==> src/rtl/cnn_pkg.sv <==
// Shared CNN definitions: image/kernel defaults and the window scheduler state encoding.
package cnn_pkg;

  localparam int unsigned IMG_W_DEFAULT = 28;
  localparam int unsigned IMG_H_DEFAULT = 28;
  localparam int unsigned K_DEFAULT     = 3;
  localparam int unsigned TAPS          = K_DEFAULT * K_DEFAULT;

  typedef enum logic [1:0] {
    StIdle,
    StRun,
    StDone
  } sched_state_e;

endpackage

==> src/rtl/conv_tap_counter.sv <==
// Kernel-tap counter: walks kc then kr across a KxK window and flags the first/last tap.
module conv_tap_counter
  import cnn_pkg::*;
#(
  parameter int unsigned K = K_DEFAULT
) (
  input  logic       clk,
  input  logic       rst,
  input  logic       active_i,
  input  logic       step_i,
  input  logic       clr_i,
  output logic [3:0] tap_idx_o,
  output logic       kc_wrap_o,
  output logic       tap_wrap_o,
  output logic       first_tap_o,
  output logic       last_tap_o
);

  localparam logic [3:0] KMax   = 4'(K - 1);
  localparam logic [3:0] TapMax = 4'(K * K - 1);

  logic [3:0] kc_q, kc_d;
  logic [3:0] kr_q, kr_d;
  logic [3:0] tap_q, tap_d;

  assign kc_wrap_o  = (kc_q == KMax);
  assign tap_wrap_o = (tap_q == TapMax);

  always_comb begin
    kc_d  = kc_q;
    kr_d  = kr_q;
    tap_d = tap_q;
    if (clr_i) begin
      kc_d  = '0;
      kr_d  = '0;
      tap_d = '0;
    end else if (step_i) begin
      if (kc_wrap_o) begin
        kc_d = '0;
        kr_d = (kr_q == KMax) ? 4'd0 : kr_q + 4'd1;
      end else begin
        kc_d = kc_q + 4'd1;
      end
      tap_d = tap_wrap_o ? 4'd0 : tap_q + 4'd1;
    end
  end

  always_ff @(posedge clk or posedge rst) begin
    if (rst) begin
      kc_q  <= '0;
      kr_q  <= '0;
      tap_q <= '0;
    end else begin
      kc_q  <= kc_d;
      kr_q  <= kr_d;
      tap_q <= tap_d;
    end
  end

  // Qualifiers only mean something while a scan is presenting taps.
  assign tap_idx_o   = tap_q;
  assign first_tap_o = active_i && (tap_q == 4'd0);
  assign last_tap_o  = active_i && tap_wrap_o;

endmodule

==> src/rtl/conv_window_scheduler.sv <==
// Sliding-window read scheduler: emits one pixel address per kernel tap for every output pixel.
module conv_window_scheduler
  import cnn_pkg::*;
#(
  parameter int unsigned IMG_W  = IMG_W_DEFAULT,
  parameter int unsigned IMG_H  = IMG_H_DEFAULT,
  parameter int unsigned K      = K_DEFAULT,
  parameter int unsigned ADDR_W = 10
) (
  input  logic              clk,
  input  logic              rst,
  input  logic              start,
  input  logic              abort,
  input  logic              rd_ready,
  output logic              rd_valid,
  output logic [ADDR_W-1:0] rd_addr,
  output logic [3:0]        tap_idx,
  output logic              first_tap,
  output logic              last_tap,
  output logic [ADDR_W-1:0] out_row,
  output logic [ADDR_W-1:0] out_col,
  output logic              busy,
  output logic              done
);

  localparam logic [ADDR_W-1:0] WStep  = ADDR_W'(IMG_W);
  localparam logic [ADDR_W-1:0] ColMax = ADDR_W'(IMG_W - K);
  localparam logic [ADDR_W-1:0] RowMax = ADDR_W'(IMG_H - K);

  sched_state_e state_q, state_d;

  logic [ADDR_W-1:0] out_row_q, out_row_d;
  logic [ADDR_W-1:0] out_col_q, out_col_d;
  logic [ADDR_W-1:0] row_start_q, row_start_d;  // out_row * IMG_W
  logic [ADDR_W-1:0] win_base_q, win_base_d;    // window origin address
  logic [ADDR_W-1:0] row_base_q, row_base_d;    // address of tap (kr, 0)
  logic [ADDR_W-1:0] rd_addr_q, rd_addr_d;

  logic in_run, xfer, last_xfer, clr, step;
  logic kc_wrap, tap_wrap;

  assign in_run    = (state_q == StRun);
  assign xfer      = in_run && rd_ready;
  assign last_xfer = xfer && tap_wrap && (out_col_q == ColMax) && (out_row_q == RowMax);
  // Abort and final transfer both leave RUN with every counter back at zero.
  assign clr       = in_run && (abort || last_xfer);
  assign step      = xfer && !clr;

  conv_tap_counter #(
    .K(K)
  ) u_tap_counter (
    .clk        (clk),
    .rst        (rst),
    .active_i   (in_run),
    .step_i     (step),
    .clr_i      (clr),
    .tap_idx_o  (tap_idx),
    .kc_wrap_o  (kc_wrap),
    .tap_wrap_o (tap_wrap),
    .first_tap_o(first_tap),
    .last_tap_o (last_tap)
  );

  always_ff @(posedge clk or posedge rst) begin
    if (rst) begin
      state_q <= StIdle;
    end else begin
      state_q <= state_d;
    end
  end

  always_comb begin
    state_d = state_q;
    unique case (state_q)
      StIdle: if (start) state_d = StRun;
      StRun: begin
        if (abort) begin
          state_d = StIdle;
        end else if (last_xfer) begin
          state_d = StDone;
        end
      end
      StDone:  state_d = StIdle;
      default: state_d = StIdle;
    endcase
  end

  always_comb begin
    busy     = (state_q == StRun);
    rd_valid = (state_q == StRun);
    done     = (state_q == StDone);
  end

  always_comb begin
    out_row_d   = out_row_q;
    out_col_d   = out_col_q;
    row_start_d = row_start_q;
    win_base_d  = win_base_q;
    row_base_d  = row_base_q;
    rd_addr_d   = rd_addr_q;
    if (clr) begin
      out_row_d   = '0;
      out_col_d   = '0;
      row_start_d = '0;
      win_base_d  = '0;
      row_base_d  = '0;
      rd_addr_d   = '0;
    end else if (step) begin
      if (!kc_wrap) begin
        rd_addr_d = rd_addr_q + 1'b1;
      end else if (!tap_wrap) begin
        row_base_d = row_base_q + WStep;
        rd_addr_d  = row_base_d;
      end else if (out_col_q != ColMax) begin
        out_col_d  = out_col_q + 1'b1;
        win_base_d = win_base_q + 1'b1;
        row_base_d = win_base_d;
        rd_addr_d  = win_base_d;
      end else begin
        out_col_d   = '0;
        out_row_d   = out_row_q + 1'b1;
        row_start_d = row_start_q + WStep;
        win_base_d  = row_start_d;
        row_base_d  = row_start_d;
        rd_addr_d   = row_start_d;
      end
    end
  end

  always_ff @(posedge clk or posedge rst) begin
    if (rst) begin
      out_row_q   <= '0;
      out_col_q   <= '0;
      row_start_q <= '0;
      win_base_q  <= '0;
      row_base_q  <= '0;
      rd_addr_q   <= '0;
    end else begin
      out_row_q   <= out_row_d;
      out_col_q   <= out_col_d;
      row_start_q <= row_start_d;
      win_base_q  <= win_base_d;
      row_base_q  <= row_base_d;
      rd_addr_q   <= rd_addr_d;
    end
  end

  assign rd_addr = rd_addr_q;
  assign out_row = out_row_q;
  assign out_col = out_col_q;

endmodule
==> config.mk <==
export PLATFORM = sky130hd
export DESIGN_NAME = conv_window_scheduler
export DESIGN_NICKNAME = d
export VERILOG_FILES = /design/src/rtl/cnn_pkg.sv /design/src/rtl/conv_tap_counter.sv /design/src/rtl/conv_window_scheduler.sv
export SDC_FILE = /design/constraint.sdc
export NUM_CORES = 1
export LEC_CHECK = 0
export ABC_AREA = 0
export CAP_MARGIN = 15
export CORE_ASPECT_RATIO = 1.4
export CORE_MARGIN = 10
export CORE_UTILIZATION = 48
export CTS_CLUSTER_DIAMETER = 60
export DETAILED_ROUTE_END_ITERATION = 10
export PLACE_DENSITY = 0.69
export SLEW_MARGIN = 0
export SYNTH_ARGS = -nofsm -noshare
export SYNTH_HDL_FRONTEND = slang
export SYNTH_SLANG_ARGS = --single-unit
==> constraint.sdc <==
create_clock -name clk -period 5.4 [get_ports clk]
set_input_delay 0.54 -clock clk [delete_from_list [all_inputs] [get_ports clk]]
set_output_delay 0.54 -clock clk [all_outputs]
set_load 0.01 [all_outputs]
==> impl_metrics.yaml <==
clock_tree:
  clock-root-buffer: "clkbuf_16"
  clk_pin_slew_worst_paths_ps: 50
  cts_buffers: 9
  post_cts_resized: 0
  insertion_delay_ps: 320
  cts_buffer_depth: 2
  ctsHoldBuffers: 0
  htreeDepth: 3
  cts_setup_buffers: 0
  tritoncts: "done"
  cts_num_sinks: 68
cells_and_area:
  nets: 540
  final_area_um2: 4970
  final_cell_mix: "dfrtp_1 (68), o21ai_0 (52), nand2_1 (47)"
  diodes: 0
  final_common_cell: "dfrtp_1"
  layout-drive-gt1-share_pct: 5.51
  syn_to_final_growth_pct: 18.9
place:
  numPortBuffers: 43
  place_congestion: 0.875
  dp_hpwl_mm: 8.29
  placed_area_um2: 4710
  place_ws_ps: 2320
sta:
  min_period_ps: 3030
  hold_viol: 0
  fmax_mhz: 330
  drv_slew: 0
  rsz0062_at_grt: "no"
  setup_viol: 0
  tightest_slew_ps: 875
  setup_ws_ps: 2370
  max-slew-margin-rel_pct: 41.7
  period_share_pct: 56.1
  final.setup.tns_ps: 0
  fin_worst_skew_ps: 5.08
worst_setup_path:
  startpoint_type: "flip-flop"
  path_class: "reg -> reg"
  cp_max_fo: 18
  endpoint_kind: "flip-flop"
  crit_required_ps: 5660
  r2r_cells: 7
  worstPathArrival_ps: 3290
power:
  switchingPower_uw: 435
  p_comb_share_pct: 21.3
  powerDensity_nw_per_um2: 291
  power.leakage_nw: 2.12
  internal_power_mw: 1.01
  swShare_pct: 30.1
  ir_drop_v: 0.000231
  clockPowerShare_pct: 35.9
  pwr-share-seq_pct: 42.7
synth:
  ys_seq_area_share_pct: 40.7
  synth.cell_area_um2: 4180
  postSynthCellCount: 484
  synthFlopType: "dfrtp_1"
  netlist-cell-type-count: 61
  syn-num-nets: 501
  avgSynthCellArea_um2: 8.64
  synth-seq-cells: 68
  async_flop_share_pct: 100
  synth-edff-count: 0
  yosysWarningCount: 0
routing:
  dr.pass1.iters: 5
  drtIter0Drc: 257
  routedWlPerCell_um: 18.5
  drt-total-wl_mm: 11.7
  antenna_violating_nets_post_route: 0
  drc: 0
  vias: 3965
  viasPerCell: 6.28
floorplan:
  io_pins: 44
  die_h_um: 130
  initial_core_util_pct: 48.9
  row_count: 40
  core-area_um2: 8560
  die_area_um2: 12900
  die_w_um: 98.9
hold_path:
  hold_depth: 1
  hold_path_class: "reg -> reg"
global_route:
  grt_pass1_vias: 3876
  grt_pass1_wl_mm: 19.5
  grt_start_max_net_pins: 69
  grt_usage_pct: 18.3
  grt_overflow_total: 0
  antenna_found_initial: 0
job:
  drv_cap: 0
run_status:
  status: "finished, final reports clean"
worst max-delay path, cell delays in order (launching register included):
cell and delay, ps:
dfrtp_1 400, inv_1 80, ha_1 140, or4b_4 480, or3_1 640, or3_1 600, or4_1 540, nand3_1 90
flip-flops by register name (all words and copies together), names as in the netlist:
signal / flops
state_q: 2
win_base_q: 10
u_tap_counter.kc_q: 4
row_base_q: 10
out_row: 10
row_start_q: 8
rd_addr: 10
out_col: 10
u_tap_counter.tap_idx_o: 4
worst paths after layout:
| kind | slack [ps] | end | startpoint |
|---|---|---|---|
| max | 2370 | out_row[9] | out_col[1] |
| min | 520 | state_q[0] | state_q[1] |
| max reg2reg | 2370 | out_row[9] | out_col[1] |
| min reg2reg | 520 | state_q[0] | state_q[1] |
| max in group asynchronous | 4030 | win_base_q[0] | rst |
| min in group asynchronous | 810 | u_tap_counter.kc_q[2] | rst |
final cells by class:
| type | count | area (um2) |
|---|---|---|
| clock buffers | 11 | 243 |
| clock inverters | 3 | 15.0 |
| fillers | 777 | 3590 |
| inverters | 19 | 71.3 |
| multi-input cells | 373 | 2310 |
| flip-flops and latches | 68 | 1700 |
| well taps | 105 | 131 |
| repair buffers | 52 | 498 |
logic make-up (layout without fill, tap and decap cells):
family	Yosys count	after routing	share of synthesized area (%)
DFF	68	68	40.7
and+or+nand+nor	201	201	24.9
AOI/OAI and AO/OA	139	139	22.1
xor gates and xnor gates	17	17	3.56
adders and majority gates	12	12	3.59
muxes	4	4	0.958
buffers and inverters	43	85	4.19
power groups by stage:
stage	Clock [mW]	Combinational, mW	Sequential [mW]
after floorplan	0	0.152	0.629
after global placement	0	0.304	0.623
after detailed placement	0	0.309	0.626
after CTS	0.530	0.313	0.617
after global routing	0.550	0.344	0.629
final	0.520	0.308	0.617
routing by layer:
layer | part of all wire, % | vias to the layer above | wire (um) | GRT usage (%)
li1 | - | 1880 | - | -
met1 | 42 | 1943 | 4860 | 21.1
met2 | 51 | 122 | 5960 | 31.6
met3 | 5.4 | 20 | 632 | 4.94
met4 | 1.7 | 0 | 203 | 6.59
met5 | 0 | - | 0 | 0
synthesized netlist by cell type (2+ instances only):
cell | number | share of area (%)
nor4b_1 | 2 | 0.42
a31oi_1 | 6 | 0.90
o21ai_0 | 52 | 6.2
inv_1 | 18 | 1.6
o311a_1 | 2 | 0.48
nand3_1 | 41 | 4.9
and4_1 | 2 | 0.42
a22o_1 | 2 | 0.42
a311oi_1 | 2 | 0.42
nor2b_1 | 3 | 0.45
nor3_1 | 16 | 1.9
or4_1 | 5 | 0.90
and3_1 | 7 | 1.0
a211oi_1 | 5 | 0.90
and3b_1 | 3 | 0.63
o211ai_1 | 11 | 2.0
a22oi_1 | 2 | 0.36
dfrtp_1 | 68 | 41
mux2i_1 | 4 | 0.96
o41ai_1 | 3 | 0.63
ha_1 | 12 | 3.6
nor2_1 | 29 | 2.6
nand4_1 | 12 | 1.8
nand2b_1 | 7 | 1.0
a21oi_1 | 11 | 1.3
xor2_1 | 9 | 1.9
a211o_1 | 2 | 0.42
o2111a_1 | 2 | 0.54
and2_1 | 3 | 0.45
a221oi_1 | 3 | 0.63
or3_1 | 13 | 1.9
o31a_1 | 2 | 0.42
buf_2 | 2 | 0.24
nand2_1 | 47 | 4.2
o31ai_1 | 18 | 3.2
nand3b_1 | 3 | 0.54
xnor2_1 | 8 | 1.7
a21o_1 | 4 | 0.72
clkbuf_1 | 19 | 1.7
nor3b_1 | 3 | 0.54
metrics by stage:
step	hold slack, ps	total power [mW]	cells	util, %
after global routing	533	1.52	631	58.1
after global placement	490	0.926	617	55.1
after detailed placement	508	0.935	617	55.1
final	516	1.45	631	58.1
after floorplan	457	0.781	484	-
after CTS	514	1.46	631	58.1
(Power assumes the default switching activity.)
